<file path="src/rtl/opendap_swd_link_sequencer_if.sv">
`default_nettype none
// +----------------------------------------------------------------------------+
// | opendap_swd_link_sequencer_if : command handshake and serial pad bundle    |
// | Rev 1.0                                                                    |
// +----------------------------------------------------------------------------+
interface opendap_swd_link_sequencer_if;
  logic       req_valid;
  logic [1:0] req_op;
  logic       req_ready;
  logic       swdo;
  logic       swdo_oe;
  logic       busy;
  logic       done;

  modport master (
    output req_valid, req_op,
    input  req_ready, swdo, swdo_oe, busy, done
  );

  modport slave (
    input  req_valid, req_op,
    output req_ready, swdo, swdo_oe, busy, done
  );
endinterface
`default_nettype wire

</file>
<file path="src/rtl/opendap_swd_link_sequencer.sv">
`default_nettype none
// +----------------------------------------------------------------------------+
// | opendap_swd_link_sequencer : SWD line reset / dormant entry & exit streams |
// | Optional post-sequence idle tail: OPENDAP_SWD_SEQ_TAIL_EN.  Rev 1.0        |
// +----------------------------------------------------------------------------+
module opendap_swd_link_sequencer #(
  parameter int unsigned N_PRE_ONES   = 8,
  parameter int unsigned N_RESET_ONES = 50
) (
  input wire                          swclk,
  input wire                          rst_n,
  opendap_swd_link_sequencer_if.slave bus
);

  localparam logic [1:0]  C_OP_LINE_RESET    = 2'd0;
  localparam logic [1:0]  C_OP_EXIT_DORMANT  = 2'd1;
  localparam logic [1:0]  C_OP_ENTER_DORMANT = 2'd2;
  localparam logic [7:0]  C_PRE_LOAD         = 8'(N_PRE_ONES - 1);
  localparam logic [7:0]  C_RST_LOAD         = 8'(N_RESET_ONES - 1);
  localparam logic [6:0]  C_LFSR_SEED        = 7'b1001001;
  localparam logic [6:0]  C_LFSR_TAPS        = 7'b1001011;
  localparam logic [7:0]  C_ACT_CODE         = 8'b01011000;
  localparam logic [15:0] C_S2D_SELECT       = 16'b0011110111000111;

  typedef enum logic [3:0] {
    S_IDLE        = 4'd0,
    S_PRE_ONES    = 4'd1,
    S_ALERT_START = 4'd2,
    S_ALERT       = 4'd3,
    S_POST_ALERT  = 4'd4,
    S_ACT_CODE    = 4'd5,
    S_RST_ONES    = 4'd6,
    S_RST_LOW     = 4'd7,
    S_S2D_SELECT  = 4'd8,
    S_TAIL        = 4'd9
  } state_t;

  state_t     state_q, state_d;
  logic [7:0] cnt_q, cnt_d;
  logic [6:0] lfsr_q, lfsr_d;
  logic       dormant_q, dormant_d;
  logic       swdo_q, swdo_d;
  logic       oe_q, oe_d;
  logic       busy_q, busy_d;
  logic       done_q, done_d;
  logic       ready_q, ready_d;

  logic       accept;
  logic       last;
  logic       seq_end;
  logic [7:0] cnt_dec;

  always_ff @(posedge swclk or negedge rst_n) begin
    if (!rst_n) begin
      state_q   <= S_IDLE;
      cnt_q     <= 8'd0;
      lfsr_q    <= C_LFSR_SEED;
      dormant_q <= 1'b0;
      swdo_q    <= 1'b0;
      oe_q      <= 1'b0;
      busy_q    <= 1'b0;
      done_q    <= 1'b0;
      ready_q   <= 1'b1;
    end else begin
      state_q   <= state_d;
      cnt_q     <= cnt_d;
      lfsr_q    <= lfsr_d;
      dormant_q <= dormant_d;
      swdo_q    <= swdo_d;
      oe_q      <= oe_d;
      busy_q    <= busy_d;
      done_q    <= done_d;
      ready_q   <= ready_d;
    end
  end

  // Each state emits the bit for the current count; the output registers
  // therefore trail the state register by exactly one cycle.
  always_comb begin
    state_d   = state_q;
    cnt_d     = cnt_q;
    lfsr_d    = lfsr_q;
    dormant_d = dormant_q;
    swdo_d    = 1'b0;
    oe_d      = 1'b0;
    done_d    = 1'b0;
    seq_end   = 1'b0;
    accept    = bus.req_valid && ready_q;
    last      = (cnt_q == 8'd0);
    cnt_dec   = cnt_q - 8'd1;

    case (state_q)
      S_IDLE: begin
        if (accept) begin
          case (bus.req_op)
            C_OP_LINE_RESET: begin
              state_d   = S_RST_ONES;
              cnt_d     = C_RST_LOAD;
              dormant_d = 1'b0;
            end
            C_OP_EXIT_DORMANT: begin
              state_d   = S_PRE_ONES;
              cnt_d     = C_PRE_LOAD;
              dormant_d = 1'b0;
            end
            C_OP_ENTER_DORMANT: begin
              state_d   = S_RST_ONES;
              cnt_d     = C_RST_LOAD;
              dormant_d = 1'b1;
            end
            default: done_d = 1'b1;
          endcase
        end
      end
      S_PRE_ONES: begin
        oe_d   = 1'b1;
        swdo_d = 1'b1;
        if (last) begin
          state_d = S_ALERT_START;
          cnt_d   = 8'd0;
        end else begin
          cnt_d = cnt_dec;
        end
      end
      S_ALERT_START: begin
        oe_d    = 1'b1;
        lfsr_d  = C_LFSR_SEED;
        state_d = S_ALERT;
        cnt_d   = 8'd126;
      end
      S_ALERT: begin
        oe_d   = 1'b1;
        swdo_d = lfsr_q[0];
        lfsr_d = {^(lfsr_q & C_LFSR_TAPS), lfsr_q[6:1]};
        if (last) begin
          state_d = S_POST_ALERT;
          cnt_d   = 8'd3;
        end else begin
          cnt_d = cnt_dec;
        end
      end
      S_POST_ALERT: begin
        oe_d = 1'b1;
        if (last) begin
          state_d = S_ACT_CODE;
          cnt_d   = 8'd7;
        end else begin
          cnt_d = cnt_dec;
        end
      end
      S_ACT_CODE: begin
        oe_d   = 1'b1;
        swdo_d = C_ACT_CODE[cnt_q[2:0]];
        if (last) begin
          state_d   = S_RST_ONES;
          cnt_d     = C_RST_LOAD;
          dormant_d = 1'b0;
        end else begin
          cnt_d = cnt_dec;
        end
      end
      S_RST_ONES: begin
        oe_d   = 1'b1;
        swdo_d = 1'b1;
        if (last) begin
          state_d = dormant_q ? S_S2D_SELECT : S_RST_LOW;
          cnt_d   = dormant_q ? 8'd15 : 8'd1;
        end else begin
          cnt_d = cnt_dec;
        end
      end
      S_RST_LOW: begin
        oe_d = 1'b1;
        if (last) seq_end = 1'b1;
        else      cnt_d   = cnt_dec;
      end
      S_S2D_SELECT: begin
        oe_d   = 1'b1;
        swdo_d = C_S2D_SELECT[cnt_q[3:0]];
        if (last) seq_end = 1'b1;
        else      cnt_d   = cnt_dec;
      end
      S_TAIL: begin
        oe_d = 1'b1;
        if (last) begin
          state_d = S_IDLE;
          done_d  = 1'b1;
        end else begin
          cnt_d = cnt_dec;
        end
      end
      default: state_d = S_IDLE;
    endcase

    if (seq_end) begin
`ifdef OPENDAP_SWD_SEQ_TAIL_EN
      state_d = S_TAIL;
      cnt_d   = 8'd1;
`else
      state_d = S_IDLE;
      done_d  = 1'b1;
`endif
    end

    // Busy spans the accept cycle through the done cycle, so it is raised on
    // accept and held while the state register is still away from IDLE.
    busy_d  = accept || (state_q != S_IDLE);
    ready_d = !busy_d;
  end

  assign bus.req_ready = ready_q;
  assign bus.swdo      = swdo_q;
  assign bus.swdo_oe   = oe_q;
  assign bus.busy      = busy_q;
  assign bus.done      = done_q;

endmodule
`default_nettype wire
</file>
<file path="src/flat_wrapper.sv">
// flat-port wrapper written by rule: the top's interface ports become plain ports
module opendap_swd_link_sequencer_flat 
#(
  parameter int unsigned N_PRE_ONES   = 8,
  parameter int unsigned N_RESET_ONES = 50
)
  (swclk, rst_n, bus_req_valid, bus_req_op, bus_req_ready, bus_swdo, bus_swdo_oe, bus_busy, bus_done);
  opendap_swd_link_sequencer_if bus_i ();
  input wire swclk;
  input wire rst_n;
  input wire logic [$bits(bus_i.req_valid)-1:0] bus_req_valid;
  input wire logic [$bits(bus_i.req_op)-1:0] bus_req_op;
  output wire logic [$bits(bus_i.req_ready)-1:0] bus_req_ready;
  output wire logic [$bits(bus_i.swdo)-1:0] bus_swdo;
  output wire logic [$bits(bus_i.swdo_oe)-1:0] bus_swdo_oe;
  output wire logic [$bits(bus_i.busy)-1:0] bus_busy;
  output wire logic [$bits(bus_i.done)-1:0] bus_done;
  assign bus_i.req_valid = bus_req_valid;
  assign bus_i.req_op = bus_req_op;
  assign bus_req_ready = bus_i.req_ready;
  assign bus_swdo = bus_i.swdo;
  assign bus_swdo_oe = bus_i.swdo_oe;
  assign bus_busy = bus_i.busy;
  assign bus_done = bus_i.done;
  opendap_swd_link_sequencer #(.N_PRE_ONES(N_PRE_ONES), .N_RESET_ONES(N_RESET_ONES)) u_core (.swclk(swclk), .rst_n(rst_n), .bus(bus_i));
endmodule
</file>
<file path="config.mk">
export PLATFORM = sky130hd
export DESIGN_NAME = opendap_swd_link_sequencer_flat
export DESIGN_NICKNAME = d
export VERILOG_FILES = /design/src/rtl/opendap_swd_link_sequencer_if.sv /design/src/rtl/opendap_swd_link_sequencer.sv /design/src/flat_wrapper.sv
export SDC_FILE = /design/constraint.sdc
export NUM_CORES = 1
export LEC_CHECK = 0
export BUFFER_PORTS_ARGS = -buffer_cell sky130_fd_sc_hd__clkbuf_2
export CAP_MARGIN = 20
export CORE_UTILIZATION = 45
export DETAILED_ROUTE_END_ITERATION = 12
export RECOVER_POWER = 25
export SYNTH_ARGS = -nofsm -noshare
export SYNTH_HDL_FRONTEND = slang
export SYNTH_SLANG_ARGS = --single-unit
</file>
<file path="constraint.sdc">
create_clock -name swclk -period 2.3 [get_ports swclk]
set_clock_uncertainty 0.2 [all_clocks]
set_input_delay 0 -clock swclk [delete_from_list [all_inputs] [get_ports swclk]]
set_output_delay 0 -clock swclk [all_outputs]
set_load 0.1 [all_outputs]
</file>
==> flow_metrics.env <==
export IMPL_cts_sinks=25
export IMPL_grt_pass1_vias=1721
export IMPL_setup_viol=0
export IMPL_io_pins=10
export IMPL_hp_start="u_core.lfsr_q[2]"
export IMPL_place_hpwl_mm=3.64
export IMPL_final_core_util_pct=57.5
export IMPL_grt_pass1_wl_mm=8.38
export IMPL_postRouteAntennaNets=0
export IMPL_clkTransAtPathRegs_ns=0.09
export IMPL_crit_type="flop to flop"
export IMPL_critPathArrivalTime_ns=2.20
export IMPL_drc_errors=0
export IMPL_vias_per_cell=6.17
export IMPL_hold_end="u_core.lfsr_q[2]"
export IMPL_relSlewSlack_pct=7.82
export IMPL_critical_path_top_delay_family="compound AO/OA/AOI/OAI gates"
export IMPL_path_buf_inv=2
export IMPL_async_reset_ff_share_pct=100
export IMPL_io_buffers=9
export IMPL_r2r_setup_slack_ns=0.06
export IMPL_ys_ff_latch=25
export IMPL_num_nets_final=253
export IMPL_num_rows=22
export IMPL_numCtsBuffers=3
export IMPL_worst_ir_drop_vdd_uv=198
export IMPL_clk_latency_ns=0.27
export IMPL_synth_edf_count=0
export IMPL_die_y_um=65.8
export IMPL_hold_path_class="flop to flop"
export IMPL_rsz0062_at_grt="false"
export IMPL_post_drt_wl_per_cell_um=17.4
export IMPL_syn_nets=225
export IMPL_num_fill_cells=346
export IMPL_ys_warnings_count=0
export IMPL_firstDrtPassIters=4
export IMPL_area_delta_synth_final_pct=18.6
export IMPL_crit_slowest_cell="a221o_1"
export IMPL_reg2reg_depth=7
export IMPL_gr_total_overflow=0
export IMPL_critPathRequiredTime_ns=2.26
export IMPL_dpl_cell_count=282
export IMPL_max_stage_delay_ns=0.40
export IMPL_holdPathStages=2
export IMPL_die_w_um=65.8
export IMPL_initial_core_util_pct=48.5
export IMPL_drt_wl_total_mm=5.03
export IMPL_fin_crit_sh_pct=97.5
export IMPL_start_kind="flop"
export IMPL_final_common_cell="buf_4"
export IMPL_ys_seq_area_share_pct=34.5
export IMPL_syn_area_um2=1830
export IMPL_maxCapViolCount=0
export IMPL_first_iter_violations=106
export IMPL_via_count=1790
export IMPL_antenna_found_initial=0
export IMPL_clockBufferDepth=2
export IMPL_track_usage_pct=25.7
export IMPL_synth_top_cell_by_area="dfrtp_1"
export IMPL_netlist_instances=215
export IMPL_cts_setup_buffers=0
export IMPL_hold_viol_final=0
export IMPL_layout_cells_non_filler=290
export IMPL_max_clock_freq_ghz=0.446
export IMPL_synthTopCellsByArea="dfrtp_1 (29%), dfstp_2 (5.7%), o21ai_0 (5.5%)"
export IMPL_outcome="finished clean"
export IMPL_period_needed_ns=2.24
export IMPL_p_leak_nw=0.867
export IMPL_die_area_um2=4320
export IMPL_worstPathMaxFanout=5
export IMPL_tritoncts="done"
export IMPL_core_um2=3770
export IMPL_worstSetupEndpointType="flop"
export IMPL_reg2reg_to="u_core.cnt_q[3]"
export IMPL_crit_chain="inv_1 -> ha_4 -> nor3b_1 -> a31o_2 -> a221o_1 -> buf_4 -> o31a_1"
export IMPL_rr_startpoint="u_core.cnt_q[1]"
export IMPL_synth_top_area_share_pct=28.7
export IMPL_layout_common_cells="buf_4 (26), nand2_1 (24), dfrtp_1 (21)"
export IMPL_htreeDepth=1
export IMPL_ys_types=60
export IMPL_root_buffer="clkbuf_8"
export IMPL_drv_slew=0
export IMPL_ys_flop_type="dfrtp_1"
export IMPL_gp_congestion=0.982
export IMPL_insertedDiodeCount=0
export IMPL_tightest_slew_ns=1.38
export IMPL_pwr_density_cell_nw_per_um2=335
export IMPL_postSynthAreaPerCell_um2=8.51
export IMPL_drive_above_1_share_pct=26.9
export IMPL_grt_max_degree=26
per-stage QoR:
stage | power, mW | instance area, um2 | setup WS (ns) | hold slack (ns) | TNS (ns)
6_report | 0.728 | 2170 | 0.0567 | 0.276 | 0
4_1_cts | 0.741 | 2150 | 0.0689 | 0.0910 | 0
3_5_place_dp | 0.466 | 2070 | 0.00389 | -0.144 | 0
5_1_grt | 0.760 | 2170 | 0.0126 | 0.300 | 0
2_1_floorplan | 0.452 | 1870 | -0.00338 | -0.496 | -0.00338
3_3_place_gp | 0.465 | 2070 | 0.0436 | -0.160 | 0
where the power goes:
part           leakage, nW  switching, mW  total [mW]  internal (mW)
Sequential           0.299              0       0.440          0.440
Combinational        0.546         0.0146      0.0219        0.00734
Clock               0.0228          0.142       0.266          0.124
Total                0.867          0.157       0.728          0.571
cell families after synthesis:
| logic type | after synthesis | share of synthesized area, % |
|---|---|---|
| buf+inv | 26 | 6.91 |
| compound gates | 70 | 27.6 |
| fa+ha+maj | 5 | 3.42 |
| xor+xnor | 4 | 1.92 |
| mux | 2 | 1.23 |
| flops | 25 | 34.5 |
| simple gates | 83 | 24.5 |
worst max path at each step:
stage	from	endpoint	slack [ns]	cells past startpoint
6_report	u_core.cnt_q[1]	u_core.cnt_q[3]	0.06	7
5_1_grt	u_core.cnt_q[2]	u_core.cnt_q[7]	0.01	6
4_1_cts	u_core.cnt_q[3]	u_core.state_q[2]	0.07	4
3_5_place_dp	u_core.cnt_q[1]	u_core.state_q[2]	0.004	6
3_3_place_gp	u_core.cnt_q[1]	u_core.state_q[2]	0.04	6
2_1_floorplan	u_core.cnt_q[0]	u_core.state_q[2]	-0.003	7
cells in the mapped netlist (all sizes together), types with 3 or more instances:
cell / n
a21oi: 10
a221oi: 3
a31oi: 7
buf: 6
clkbuf: 10
dfrtp: 21
dfstp: 4
ha: 5
inv: 10
nand2: 24
nand3: 10
nor2: 17
nor2b: 4
nor3: 11
nor4: 4
o21ai: 22
o31ai: 5
xnor2: 3
repair_timing:
action / 4_1_cts / 5_1_grt
setup endpoints to repair: 1 / 3
cloned: 0 / 0
pin swaps: 0 / 3
resized for setup: 1 / 2
endpoints found under the hold margin: 31 / 0
hold buffers: 4 / 0
worst min-delay path: cells and delay by family, from the launching register on:
| kind | cells | cell delay (ns) |
|---|---|---|
| simple gates | 2 | 0.10 |
| flops | 1 | 0.35 |
state kept, by name, summed over array words and instances, names as in the netlist:
signal and cells:
u_core.bus.swdo_oe 1, u_core.lfsr_q 7, u_core.bus.busy 1, u_core.bus.req_ready 1
u_core.bus.swdo 1, u_core.cnt_q 8, u_core.dormant_q 1, u_core.state_q 4
u_core.bus.done 1
routing by layer:
layer	track usage (%)	routed length (um)
met3	3.47	282
met2	42.2	2430
met4	7.34	103
met1	34.8	2220
met5	0	0
area by class of cell:
type,instances,area (um2),share of cell area [%]
repair buffers,39,279,12.9
inverters,10,37.5,1.73
multi-input cells,164,1120,51.5
clock buffers,4,45.0,2.08
well taps,48,60.1,2.77
flip-flops and latches,25,631,29.1
No activity file was read; power rests on OpenSTA's default activity.
